==> config.mk <==
export PLATFORM = sky130hd
export DESIGN_NAME = control_sequencer
export DESIGN_NICKNAME = d
export VERILOG_FILES = /design/src/rtl/control_sequencer_pkg.sv /design/src/rtl/ctrl_signal_decode.sv /design/src/rtl/control_sequencer.sv
export SDC_FILE = /design/constraint.sdc
export NUM_CORES = 1
export LEC_CHECK = 0
export BUFFER_PORTS_ARGS = -buffer_cell sky130_fd_sc_hd__buf_2
export CORE_AREA = 2 2 46 48
export DETAILED_ROUTE_END_ITERATION = 16
export DIE_AREA = 0 0 48 50
export PLACE_DENSITY = 0.87
export SYNTH_ARGS = -nofsm -noshare
export SYNTH_HDL_FRONTEND = slang
export SYNTH_HIERARCHICAL = 1
export SYNTH_SLANG_ARGS = --single-unit
==> constraint.sdc <==
create_clock -name clk -period 1.9 [get_ports clk]
set_input_delay 0.19 -clock clk [delete_from_list [all_inputs] [get_ports clk]]
set_output_delay 0.19 -clock clk [all_outputs]
set_load 0.02 [all_outputs]
==> src/rtl/control_sequencer_pkg.sv <==
// Shared definitions for the hardwired control unit: opcode encodings,
// sequencer states, ALU function codes and opcode classification helpers.
package cpu_ctrl_pkg;

  localparam int unsigned OPC_WIDTH    = 5;
  localparam int unsigned ALU_OP_WIDTH = 4;

  // Instruction opcodes, IR[31:27]
  localparam logic [OPC_WIDTH-1:0] OP_ADD  = 5'b00000;
  localparam logic [OPC_WIDTH-1:0] OP_SUB  = 5'b00001;
  localparam logic [OPC_WIDTH-1:0] OP_AND  = 5'b00010;
  localparam logic [OPC_WIDTH-1:0] OP_OR   = 5'b00011;
  localparam logic [OPC_WIDTH-1:0] OP_SHR  = 5'b00100;
  localparam logic [OPC_WIDTH-1:0] OP_SHL  = 5'b00101;
  localparam logic [OPC_WIDTH-1:0] OP_MUL  = 5'b01000;
  localparam logic [OPC_WIDTH-1:0] OP_DIV  = 5'b01001;
  localparam logic [OPC_WIDTH-1:0] OP_MFHI = 5'b01010;
  localparam logic [OPC_WIDTH-1:0] OP_MFLO = 5'b01011;
  localparam logic [OPC_WIDTH-1:0] OP_NOP  = 5'b01100;
  localparam logic [OPC_WIDTH-1:0] OP_HALT = 5'b01101;

  // ALU function codes
  localparam logic [ALU_OP_WIDTH-1:0] ALU_ADD = 4'd0;
  localparam logic [ALU_OP_WIDTH-1:0] ALU_SUB = 4'd1;
  localparam logic [ALU_OP_WIDTH-1:0] ALU_AND = 4'd2;
  localparam logic [ALU_OP_WIDTH-1:0] ALU_OR  = 4'd3;
  localparam logic [ALU_OP_WIDTH-1:0] ALU_SHR = 4'd4;
  localparam logic [ALU_OP_WIDTH-1:0] ALU_SHL = 4'd5;
  localparam logic [ALU_OP_WIDTH-1:0] ALU_MUL = 4'd6;
  localparam logic [ALU_OP_WIDTH-1:0] ALU_DIV = 4'd7;

  // Sequencer states; the encoding is visible on the debug state port
  typedef enum logic [3:0] {
    ST_IDLE   = 4'd0,
    ST_T0     = 4'd1,
    ST_T1     = 4'd2,
    ST_T1W    = 4'd3,
    ST_T2     = 4'd4,
    ST_T3     = 4'd5,
    ST_T4     = 4'd6,
    ST_T5     = 4'd7,
    ST_T6     = 4'd8,
    ST_HALTED = 4'd9
  } state_e;

  // Execute-phase behaviour groups
  typedef enum logic [2:0] {
    CLS_ALU     = 3'd0,
    CLS_MULDIV  = 3'd1,
    CLS_MFHI    = 3'd2,
    CLS_MFLO    = 3'd3,
    CLS_NOP     = 3'd4,
    CLS_HALT    = 3'd5,
    CLS_ILLEGAL = 3'd6
  } op_class_e;

  function automatic op_class_e classify(input logic [OPC_WIDTH-1:0] op);
    op_class_e cls;
    case (op)
      OP_ADD, OP_SUB, OP_AND, OP_OR, OP_SHR, OP_SHL: cls = CLS_ALU;
      OP_MUL, OP_DIV:                                 cls = CLS_MULDIV;
      OP_MFHI:                                        cls = CLS_MFHI;
      OP_MFLO:                                        cls = CLS_MFLO;
      OP_NOP:                                         cls = CLS_NOP;
      OP_HALT:                                        cls = CLS_HALT;
      default:                                        cls = CLS_ILLEGAL;
    endcase
    return cls;
  endfunction

  function automatic logic [ALU_OP_WIDTH-1:0] alu_code(input logic [OPC_WIDTH-1:0] op);
    logic [ALU_OP_WIDTH-1:0] code;
    case (op)
      OP_ADD:  code = ALU_ADD;
      OP_SUB:  code = ALU_SUB;
      OP_AND:  code = ALU_AND;
      OP_OR:   code = ALU_OR;
      OP_SHR:  code = ALU_SHR;
      OP_SHL:  code = ALU_SHL;
      OP_MUL:  code = ALU_MUL;
      OP_DIV:  code = ALU_DIV;
      default: code = '0;
    endcase
    return code;
  endfunction

endpackage

==> src/rtl/ctrl_signal_decode.sv <==
// Combinational strobe decoder: maps the registered sequencer state and the
// current opcode onto every datapath control strobe and the ALU function.
module ctrl_signal_decode
  import cpu_ctrl_pkg::*;
#(
  parameter int unsigned OPC_W    = OPC_WIDTH,
  parameter int unsigned ALU_OP_W = ALU_OP_WIDTH
) (
  input  state_e              state,
  input  logic [OPC_W-1:0]    opcode,
  output logic                PCout,
  output logic                Zlowout,
  output logic                Zhighout,
  output logic                MDRout,
  output logic                HIout,
  output logic                LOout,
  output logic                MARin,
  output logic                Zin,
  output logic                PCin,
  output logic                MDRin,
  output logic                IRin,
  output logic                Yin,
  output logic                HIin,
  output logic                LOin,
  output logic                IncPC,
  output logic                Read,
  output logic                Gra,
  output logic                Grb,
  output logic                Grc,
  output logic                Rin,
  output logic                Rout,
  output logic [ALU_OP_W-1:0] alu_op,
  output logic                illegal_op,
  output logic                halted
);

  op_class_e cls;

  // Strobes per state; everything not named for a state stays low
  always_comb begin
    PCout      = 1'b0;
    Zlowout    = 1'b0;
    Zhighout   = 1'b0;
    MDRout     = 1'b0;
    HIout      = 1'b0;
    LOout      = 1'b0;
    MARin      = 1'b0;
    Zin        = 1'b0;
    PCin       = 1'b0;
    MDRin      = 1'b0;
    IRin       = 1'b0;
    Yin        = 1'b0;
    HIin       = 1'b0;
    LOin       = 1'b0;
    IncPC      = 1'b0;
    Read       = 1'b0;
    Gra        = 1'b0;
    Grb        = 1'b0;
    Grc        = 1'b0;
    Rin        = 1'b0;
    Rout       = 1'b0;
    alu_op     = '0;
    illegal_op = 1'b0;
    halted     = 1'b0;
    cls        = classify(opcode);

    case (state)
      ST_T0: begin
        PCout = 1'b1;
        MARin = 1'b1;
        IncPC = 1'b1;
        Zin   = 1'b1;
      end
      ST_T1: begin
        Zlowout = 1'b1;
        PCin    = 1'b1;
        Read    = 1'b1;
        MDRin   = 1'b1;
      end
      ST_T1W: begin
        Read  = 1'b1;
        MDRin = 1'b1;
      end
      ST_T2: begin
        MDRout = 1'b1;
        IRin   = 1'b1;
      end
      ST_T3: begin
        case (cls)
          CLS_ALU, CLS_MULDIV: begin
            Grb  = 1'b1;
            Rout = 1'b1;
            Yin  = 1'b1;
          end
          CLS_MFHI: begin
            HIout = 1'b1;
            Gra   = 1'b1;
            Rin   = 1'b1;
          end
          CLS_MFLO: begin
            LOout = 1'b1;
            Gra   = 1'b1;
            Rin   = 1'b1;
          end
          CLS_ILLEGAL: illegal_op = 1'b1;
          default: ;
        endcase
      end
      ST_T4: begin
        if (cls == CLS_ALU || cls == CLS_MULDIV) begin
          Grc    = 1'b1;
          Rout   = 1'b1;
          Zin    = 1'b1;
          alu_op = alu_code(opcode);
        end
      end
      ST_T5: begin
        if (cls == CLS_ALU) begin
          Zlowout = 1'b1;
          Gra     = 1'b1;
          Rin     = 1'b1;
        end else if (cls == CLS_MULDIV) begin
          Zlowout = 1'b1;
          LOin    = 1'b1;
        end
      end
      ST_T6: begin
        Zhighout = 1'b1;
        HIin     = 1'b1;
      end
      ST_HALTED: halted = 1'b1;
      default: ;
    endcase
  end

endmodule

==> src/rtl/control_sequencer.sv <==
// Hardwired control sequencer: holds the fetch/execute state register and the
// next-state logic; strobes come from ctrl_signal_decode.
module control_sequencer
  import cpu_ctrl_pkg::*;
#(
  parameter int unsigned OPC_W    = OPC_WIDTH,
  parameter int unsigned ALU_OP_W = ALU_OP_WIDTH
) (
  input  logic                clk,
  input  logic                reset,
  input  logic [31:0]         IR,
  input  logic                mem_rdy,
  output logic                PCout,
  output logic                Zlowout,
  output logic                Zhighout,
  output logic                MDRout,
  output logic                HIout,
  output logic                LOout,
  output logic                MARin,
  output logic                Zin,
  output logic                PCin,
  output logic                MDRin,
  output logic                IRin,
  output logic                Yin,
  output logic                HIin,
  output logic                LOin,
  output logic                IncPC,
  output logic                Read,
  output logic                Gra,
  output logic                Grb,
  output logic                Grc,
  output logic                Rin,
  output logic                Rout,
  output logic [ALU_OP_W-1:0] alu_op,
  output logic                illegal_op,
  output logic                halted,
  output logic [3:0]          state
);

  state_e           state_q;
  state_e           state_d;
  logic [OPC_W-1:0] opcode;
  op_class_e        cls;
  logic             unused_ir_bits;

  assign opcode         = IR[31 -: OPC_W];
  assign unused_ir_bits = ^IR[31-OPC_W:0];
  assign cls            = classify(opcode);
  assign state          = state_q;

  // State register; reset overrides every transition including HALTED
  always_ff @(posedge clk) begin
    if (reset) state_q <= ST_IDLE;
    else       state_q <= state_d;
  end

  // Next state: fixed fetch, then opcode-dependent execute length
  always_comb begin
    state_d = state_q;
    case (state_q)
      ST_IDLE: state_d = ST_T0;
      ST_T0:   state_d = ST_T1;
      ST_T1:   state_d = mem_rdy ? ST_T2 : ST_T1W;
      ST_T1W:  state_d = mem_rdy ? ST_T2 : ST_T1W;
      ST_T2:   state_d = ST_T3;
      ST_T3: begin
        case (cls)
          CLS_ALU, CLS_MULDIV: state_d = ST_T4;
          CLS_HALT:            state_d = ST_HALTED;
          default:             state_d = ST_T0;
        endcase
      end
      ST_T4:     state_d = ST_T5;
      ST_T5:     state_d = (cls == CLS_MULDIV) ? ST_T6 : ST_T0;
      ST_T6:     state_d = ST_T0;
      ST_HALTED: state_d = ST_HALTED;
      default:   state_d = ST_IDLE;
    endcase
  end

  ctrl_signal_decode #(
    .OPC_W    (OPC_W),
    .ALU_OP_W (ALU_OP_W)
  ) u_decode (
    .state      (state_q),
    .opcode     (opcode),
    .PCout      (PCout),
    .Zlowout    (Zlowout),
    .Zhighout   (Zhighout),
    .MDRout     (MDRout),
    .HIout      (HIout),
    .LOout      (LOout),
    .MARin      (MARin),
    .Zin        (Zin),
    .PCin       (PCin),
    .MDRin      (MDRin),
    .IRin       (IRin),
    .Yin        (Yin),
    .HIin       (HIin),
    .LOin       (LOin),
    .IncPC      (IncPC),
    .Read       (Read),
    .Gra        (Gra),
    .Grb        (Grb),
    .Grc        (Grc),
    .Rin        (Rin),
    .Rout       (Rout),
    .alu_op     (alu_op),
    .illegal_op (illegal_op),
    .halted     (halted)
  );

endmodule

==> metrics.yaml <==
cts:
  h-tree-depth: 1
  ctsHoldBuffers: 0
  clock_path_buffers: 2
  clkTransAtPathRegs_ns: 0.04
  cts.sinks: 4
  root_buffer: "clkbuf_4"
  clock_latency_ns: 0.23
  cts_tree: "yes"
  cts_setup_buffers: 0
  cts-buffers-inserted: 3
synthesis:
  synth_area_leaders: "dfxtp_1 13%, buf_4 9.6%, nor2_1 4.8%, nand4bb_4 4.4%, xnor2_1 4.2%"
  synth_seq_cells: 4
  syn-num-nets: 118
  synth_ff_type: "dfxtp_1"
  synth_area_um2: 625.6
  synth_cell_types: 40
  ys_warn_count: 6
  avgSynthCellArea_um2: 7.537
  synthesis.instances: 83
  synth_top_cell_by_area: "dfxtp_1"
  synth_edf_count: 0
  seq_area_frac_synth_pct: 12.80
  netlist.area_leader.share_pct: 12.80
  async_reset_ff_share_pct: 0
detailed_routing:
  drt_iter0_drc: 4
  wl_per_cell_um: 11.33
  wirelength_um: 1597
  vias: 718
  dr.pass1.iters: 4
  final_antenna_net_count: 0
  via_per_inst: 5.092
  drc: 0
layout:
  final_cell_mix: "37 x buf_2, 8 x nor2_1, 5 x o21ai_0"
  diodes: 0
  largest_reg_flops: 4
  instances_no_fill: 141
  fin_area_um2: 820.8
  mostFrequentLayoutCell: "buf_2"
  syn_to_final_growth_pct: 31.20
  fin_nets: 151
  drive_gt1_share_pct: 50.00
  num-fill-cells: 196
  utilization_pct: 43.16
outcome:
  status: "complete, no violations"
placed_design:
  placed_cell_area_um2: 790.8
  pre_cts_ws_ns: 0.2910
  numPortBuffers: 37
  gp_congestion: 0.7555
  dp_hpwl_um: 1285
  dpl.cell_count: 138
floorplanning:
  core_um2: 1902
  fp-row-count: 16
  die_w_um: 48
  die_area_um2: 2400
  initial_core_util_pct: 32.89
  die_y_um: 50
  io_pins: 66
global_routing:
  grt_pass1_vias: 628
  track_usage_pct: 14.23
  overflow: 0
  grt_pass1_wl_um: 2532
  grt_max_degree: 15
  antenna_found_initial: 0
worst_setup_path:
  startpoint_type: "register"
  ff2ff_setup_slack_ns: 0.49
  required_ns: 1.71
  cpPeakStageDelay_ns: 0.37
  critPathTopFamily: "simple AND/OR/NAND/NOR gates"
  reg2regPathDepth: 5
  critical_path_depth: 5
  cp_slowest_cell: "dfxtp_2"
  worstSetupPathType: "register to output pin"
  cp_max_fo: 9
  cp-end-kind: "output pin"
  worstPathArrival_ns: 1.56
  critPathBufInv: 2
  r2r-start: "state[2]"
  path_cells: "buf_4 > nand4bb_2 > nor3_4 > and2_1 > buf_2"
  endpoint: "alu_op[0]"
  timing.rr.end: "state[3]"
  critPathLaunch: "state[0]"
sta:
  maxSlewViolCount: 0
  worst_slack_ns: 0.1548
  whs_ns: 0.2003
  skew_ns: 0.002581
  tns_ns: 0
  rsz0062_at_grt: "no"
  fin_crit_ns: 1.745
  hold_viol_final: 0
  setup_viol: 0
  max_freq_mhz: 573.0
  finalCritPeriodShare_pct: 91.85
power_and_ir_drop:
  power.leakage_nw: 0.3912
  power.density_nw_per_um2: 551.5
  vdd_drop_max_uv: 181.4
  p_total_mw: 0.4527
flow_run:
  maxCapViolCount: 0
worst_hold_path:
  hold_start: "reset"
  min_path_type: "primary input to register"
==> worst min path at each step <==
stage / slack [ns] / depth (start not counted) / to
2_1_floorplan: 0.26 / 1 / state[2]
3_3_place_gp: 0.43 / 2 / state[2]
3_5_place_dp: 0.43 / 2 / state[2]
4_1_cts: 0.19 / 2 / state[2]
5_1_grt: 0.20 / 2 / state[2]
6_report: 0.20 / 2 / state[2]
==> worst reg2reg max path: cells and delay by family (launching register included) <==
| kind | cells | cell delay, ns |
|---|---|---|
| AO/OA/AOI/OAI | 1 | 0.12 |
| buffers and inverters | 1 | 0.21 |
| flip-flops | 1 | 0.41 |
| AND/OR/NAND/NOR | 3 | 0.59 |
==> cell type report <==
class | instances | area (µm²) | area share [%]
Tap cell | 27 | 33.78 | 4.116
Inverter | 3 | 11.26 | 1.372
Sequential cell | 4 | 81.33 | 9.909
Clock buffer | 3 | 22.52 | 2.744
Multi-Input combinational cell | 63 | 456.7 | 55.64
Timing Repair Buffer | 41 | 215.2 | 26.22
==> Yosys cell counts, types with 2 or more instances <==
master	instances
a21oi_1	3
and2_1	2
buf_4	8
buf_6	2
clkbuf_1	2
dfxtp_1	4
inv_1	3
nand2_1	2
nand2b_1	3
nand4b_1	2
nor2_1	8
nor3_1	4
nor3_2	2
nor4_1	4
o21ai_0	5
o22ai_1	2
or3_1	2
xnor2_1	3
==> metal layers <==
layer / GRT usage [%] / share of wire [%]
met1: 15.64 / 41
met2: 24.00 / 51
met3: 1.465 / 4.8
met4: 9.459 / 2.9
met5: 0 / 0
==> timing repair <==
action	CTS	global route
setup endpoints to repair	0	6
hold endpoints to repair	0	0
gates resized for setup	0	2
==> power by group <==
group	internal, mW	switching [mW]	leakage [nW]
clock	0.0704	0.0301	0.0138
combinational	0.0922	0.148	0.344
sequential	0.0945	0.0174	0.0331
==> cells by family after synthesis <==
logic type                 share of synthesized area [%]
AOI/OAI and AO/OA                                  17.00
xor gates and xnor gates                           4.201
adders and majority gates                          3.400
buffers and inverters                              17.00
DFF                                                12.80
other                                             0.5994
and+or+nand+nor                                    45.00
No activity file was read; power rests on OpenSTA's default activity.
